$ cat src/rtl/reg_scoreboard_if.sv
// Decode <-> scoreboard bundle: issue request, two source queries, and the hazard/busy view returned.
// Decode drives the master side; the scoreboard answers combinationally on the slave side.
interface reg_scoreboard_if #(
  parameter int NREG = 8,
  parameter int AW   = $clog2(NREG),
  parameter int CW   = 3
);
  logic               stall;
  logic               flush_decode;
  logic               issue_valid;
  logic [AW-1:0]      issue_adr;
  logic [CW-1:0]      issue_lat;
  logic [AW-1:0]      rs_adr0;
  logic [AW-1:0]      rs_adr1;
  logic               hazard0;
  logic               hazard1;
  logic [NREG-1:0]    register_busy;
  logic [NREG*CW-1:0] cnt_flat;
  logic               any_busy;

  modport master (
    output stall, flush_decode, issue_valid, issue_adr, issue_lat, rs_adr0, rs_adr1,
    input  hazard0, hazard1, register_busy, cnt_flat, any_busy
  );

  modport slave (
    input  stall, flush_decode, issue_valid, issue_adr, issue_lat, rs_adr0, rs_adr1,
    output hazard0, hazard1, register_busy, cnt_flat, any_busy
  );
endinterface

$ cat src/rtl/reg_scoreboard.sv
// Register-hazard scoreboard: one latency down-counter per register; queries are combinational on current state,
// stall freezes everything. SCOREBOARD_FWD_EN: a counter of 1 is covered by the bypass network and is not a hazard.
module reg_scoreboard #(
  parameter int NREG = 8,
  parameter int AW   = $clog2(NREG),
  parameter int CW   = 3
) (
  input logic              clk,
  input logic              reset,
  reg_scoreboard_if.slave  sb
);

  logic [CW-1:0] cnt     [NREG];
  logic [CW-1:0] cnt_nxt [NREG];
  logic          adr_in_range;
  logic          issue_ok;
  logic          hz0;
  logic          hz1;
  logic [NREG-1:0]    busy;
  logic [NREG*CW-1:0] flat;

  function automatic logic pending(input logic [CW-1:0] c);
`ifdef SCOREBOARD_FWD_EN
    return c > CW'(1);
`else
    return c != '0;
`endif
  endfunction

  assign adr_in_range = ({1'b0, sb.issue_adr} < (AW+1)'(NREG));
  assign issue_ok     = sb.issue_valid && !sb.flush_decode && !sb.stall &&
                        (sb.issue_lat != '0) && adr_in_range;

  // A younger write only ever extends the wait (WAW merge takes the larger of the two).
  always_comb begin
    for (int i = 0; i < NREG; i++) begin
      cnt_nxt[i] = cnt[i];
      if (!sb.stall) begin
        cnt_nxt[i] = (cnt[i] == '0) ? '0 : cnt[i] - 1'b1;
        if (issue_ok && (sb.issue_adr == AW'(i)) && (sb.issue_lat > cnt_nxt[i])) begin
          cnt_nxt[i] = sb.issue_lat;
        end
      end
    end
  end

  always_ff @(posedge clk) begin
    for (int i = 0; i < NREG; i++) begin
      if (reset) begin
        cnt[i] <= '0;
      end else begin
        cnt[i] <= cnt_nxt[i];
      end
    end
  end

  // Address decode by loop so an out-of-range query simply matches nothing.
  always_comb begin
    hz0  = 1'b0;
    hz1  = 1'b0;
    busy = '0;
    flat = '0;
    for (int i = 0; i < NREG; i++) begin
      busy[i]          = (cnt[i] != '0);
      flat[i*CW +: CW] = cnt[i];
      if (sb.rs_adr0 == AW'(i)) hz0 = pending(cnt[i]);
      if (sb.rs_adr1 == AW'(i)) hz1 = pending(cnt[i]);
    end
  end

  assign sb.hazard0       = hz0;
  assign sb.hazard1       = hz1;
  assign sb.register_busy = busy;
  assign sb.cnt_flat      = flat;
  assign sb.any_busy      = |busy;

endmodule

$ cat src/flat_wrapper.sv
// flat-port wrapper written by rule: the top's interface ports become plain ports
module reg_scoreboard_flat 
#(
  parameter int NREG = 8,
  parameter int AW   = $clog2(NREG),
  parameter int CW   = 3
)
  (clk, reset, sb_stall, sb_flush_decode, sb_issue_valid, sb_issue_adr, sb_issue_lat, sb_rs_adr0, sb_rs_adr1, sb_hazard0, sb_hazard1, sb_register_busy, sb_cnt_flat, sb_any_busy);
  reg_scoreboard_if #(.NREG(NREG), .AW(AW), .CW(CW)) sb_i ();
  input logic clk;
  input logic reset;
  input wire logic [$bits(sb_i.stall)-1:0] sb_stall;
  input wire logic [$bits(sb_i.flush_decode)-1:0] sb_flush_decode;
  input wire logic [$bits(sb_i.issue_valid)-1:0] sb_issue_valid;
  input wire logic [$bits(sb_i.issue_adr)-1:0] sb_issue_adr;
  input wire logic [$bits(sb_i.issue_lat)-1:0] sb_issue_lat;
  input wire logic [$bits(sb_i.rs_adr0)-1:0] sb_rs_adr0;
  input wire logic [$bits(sb_i.rs_adr1)-1:0] sb_rs_adr1;
  output wire logic [$bits(sb_i.hazard0)-1:0] sb_hazard0;
  output wire logic [$bits(sb_i.hazard1)-1:0] sb_hazard1;
  output wire logic [$bits(sb_i.register_busy)-1:0] sb_register_busy;
  output wire logic [$bits(sb_i.cnt_flat)-1:0] sb_cnt_flat;
  output wire logic [$bits(sb_i.any_busy)-1:0] sb_any_busy;
  assign sb_i.stall = sb_stall;
  assign sb_i.flush_decode = sb_flush_decode;
  assign sb_i.issue_valid = sb_issue_valid;
  assign sb_i.issue_adr = sb_issue_adr;
  assign sb_i.issue_lat = sb_issue_lat;
  assign sb_i.rs_adr0 = sb_rs_adr0;
  assign sb_i.rs_adr1 = sb_rs_adr1;
  assign sb_hazard0 = sb_i.hazard0;
  assign sb_hazard1 = sb_i.hazard1;
  assign sb_register_busy = sb_i.register_busy;
  assign sb_cnt_flat = sb_i.cnt_flat;
  assign sb_any_busy = sb_i.any_busy;
  reg_scoreboard #(.NREG(NREG), .AW(AW), .CW(CW)) u_core (.clk(clk), .reset(reset), .sb(sb_i));
endmodule
$ cat config.mk
export PLATFORM = sky130hd
export DESIGN_NAME = reg_scoreboard_flat
export DESIGN_NICKNAME = d
export VERILOG_FILES = /design/src/rtl/reg_scoreboard_if.sv /design/src/rtl/reg_scoreboard.sv /design/src/flat_wrapper.sv
export SDC_FILE = /design/constraint.sdc
export NUM_CORES = 1
export LEC_CHECK = 0
export ABC_AREA = 0
export CORE_MARGIN = 2
export CORE_UTILIZATION = 45
export CTS_CLUSTER_SIZE = 25
export DETAILED_ROUTE_END_ITERATION = 10
export GPL_TIMING_DRIVEN = 0
export PLACE_DENSITY_LB_ADDON = 0.25
export SLEW_MARGIN = 5
export SYNTH_ARGS = -nofsm -noshare
export SYNTH_HDL_FRONTEND = slang
export SYNTH_SLANG_ARGS = --single-unit
export TNS_END_PERCENT = 1
$ cat constraint.sdc
create_clock -name clk -period 2.6 [get_ports clk]
set_input_delay 0.26 -clock clk [delete_from_list [all_inputs] [get_ports clk]]
set_output_delay 0.26 -clock clk [all_outputs]
set_load 0.01 [all_outputs]
==> run metrics <==
outcome finished clean; Syn Std Cell Area 2381 µm²; htree depth 1; flops & latches, synth 24; largest net degree at the start of global routing 14; biggest regs u_core.cnt: 24 flops; Root Buffer clkbuf_8; CTS tree done; Synth top area share 21.02%; static leakage 1.274 nW; starting density of the core 46.62%; RR Startpoint u_core.cnt[1][0]; Slew Viols, Final 0; Core Box Area 5107 µm²; Mapped Avg Cell Area 8.355 µm²; Die Footprint 5889 µm²; share of the yosys chip area belonging to registers 20.18%; Final Hold Violating Endpoints 0; Yosys top cell by area ha_1; initial antenna violation count 0; combinational share of power 40.8%; Crit path arrival time 2270 ps; fin crit share 97.20%; Setup violations, final 0; nets 396; dpl ws -342.4 ps; worst path required time 2340 ps; post-layout min period 2527 ps; ranking of synthesized cells by area ha_1 21%, dfxtp_1 20%, inv_1 6.5%, nor2_1 5.8%, a211oi_1 3.8%; num rows 26; Min-Delay Startpoint u_core.cnt[3][3]; die height 76.74 µm; most frequent cells in the layout 47 x clkdlybuf4s50_1, 41 x inv_1, 36 x nor2_1, 36 x ha_1, 20 x dfxtp_1; share of power burned in registers 35.9%; I/O Pins 52; Ys Warns 0; fin util 59.38%; worst min-delay path category reg -> reg; GPL Wtd Cong 0.8526; Layout Skew 2.714 ps; Largest Register u_core.cnt; Critical Path End Type output port; asr flop ratio synth 0%; Min Hold Slack 527.1 ps; CTS clk-pin slew, worst paths 90 ps; setup repair bufs after CTS 0; number of routed nets with antenna violations 0; worst-skew pair later-pin latency 270 ps; critical path type reg -> out; Sw Ratio 35.33%; CTS Buf Count 3; top_reg_cell synth dfxtp_1; Slew HR 24.23%; setup TNS 0 ps; FILL cells 474; number of global-route vias before repair 2285; startpoint type of the worst setup path flop; commonest non-fill, non-tap cell in the layout clkdlybuf4s50_1; TritonCTS sink count 24; drt drc 0; first-pass GRT wire length 11250 µm; Syn Nets 342; CP startpoint u_core.cnt[3][0]; RSZ-0062 raised after global routing false; GRT Total Usage 23.70%; CP Max Fanout 5; f_max 395.7 MHz; clk buf depth 2; placed wire-length estimate 5232 µm; clock network power share 23.2%; Via-to-Cell Ratio 5.672; pwr dens 383.0 nW/µm²; number of synthesized flops with an enable pin 0; detailed-route wire length 6937 µm; final setup margin 72.69 ps; max FFs per register 24; layout cells sized above 1 8.284%; VDD IR max 0.0002312 V; PortBufs 49; Slew @ Worst Pin 1121 ps; DIE WIDTH 76.74 µm; drt pass-1 iters 4; Net Sw Power 0.0004105 W; DR iter-0 viols 157; maxcap violations 0; Synth Instances 285; Synth cell types 46; Vias 2314; routed length per instance 17.00 µm; diode count 0; total power 0.001162 W; Remaining Overflow, GRT 0; total internal power 0.0007512 W; Area Overhead vs Synth 27.38%
per-layer routing:
metal  up-vias  global-route usage (%)  wire length [µm]
li1       1149                       -                 -
met1      1089                   32.49              3194
met2        70                   39.12              3199
met3         6                   2.824               478
met4         0                   6.545                65
met5         -                       0                 0
through the flow:
stage          cell area (µm²)  std cells
3_5_place_dp              2959        404
5_1_grt                   3033        408
6_report                  3033        408
3_3_place_gp              2959        404
2_1_floorplan             2381        285
4_1_cts                   3013        408
critical path, stage by stage (launching register included):
cell	delay, ps
dfxtp_1	420
nor2_1	100
ha_1	260
mux4_2	490
mux2i_1	160
clkdlybuf4s50_1	560
cells by family after synthesis:
kind of cell	after synthesis	synth area share, %
buffers and inverters	49	7.725
adder cells (fa/ha/maj)	40	21.02
multiplexers	13	7.830
flip-flops	24	20.18
AO/OA/AOI/OAI	63	20.65
AND/OR/NAND/NOR	96	22.60
cell type report:
cell class                 count  area [µm²]  share of cell area (%)
buffer                         8       30.03                  0.9901
clock buffer                   4       55.05                   1.815
inverter                      41       153.9                   5.074
multi-input combinational    212        1729                   57.01
sequential                    24       485.5                   16.01
tap                           70       87.58                   2.888
timing repair buffer          49       491.7                   16.21
power by group through the flow:
stage                     combinational (W)  sequential (W)  clock, W
after detailed placement           0.000468        0.000424         0
after floorplan                    0.000262        0.000430         0
after CTS                          0.000471        0.000416  0.000273
after global routing               0.000524        0.000422  0.000281
after global placement             0.000458        0.000424         0
final                              0.000475        0.000417  0.000270
synth_stat cells (all sizes together) (4+ instances only):
| cell type | instances |
|---|---|
| and3 | 4 |
| mux4 | 4 |
| a21oi | 5 |
| nor4 | 5 |
| o21ai | 5 |
| a21boi | 6 |
| mux2i | 7 |
| dfxtp | 24 |
| nor3 | 15 |
| clkbuf | 8 |
| nand2b | 5 |
| inv | 41 |
| a221o | 4 |
| a2111oi | 5 |
| a211oi | 13 |
| nor2 | 37 |
| o31a | 6 |
| nand2 | 13 |
| ha | 40 |
worst paths after layout:
check	end	slack, ps	cells past startpoint
worst max-delay path	sb_hazard0	70	5
worst min-delay path	u_core.cnt[3][3]	530	2
worst max register to register	u_core.cnt[1][0]	250	8
worst min register to register	u_core.cnt[3][3]	530	2
what timing repair did:
action	CTS	global route
hold buffers	0	0
resized for setup	1	10
setup endpoints to repair	5	10
gates cloned	0	0
(Power assumes the default switching activity.)
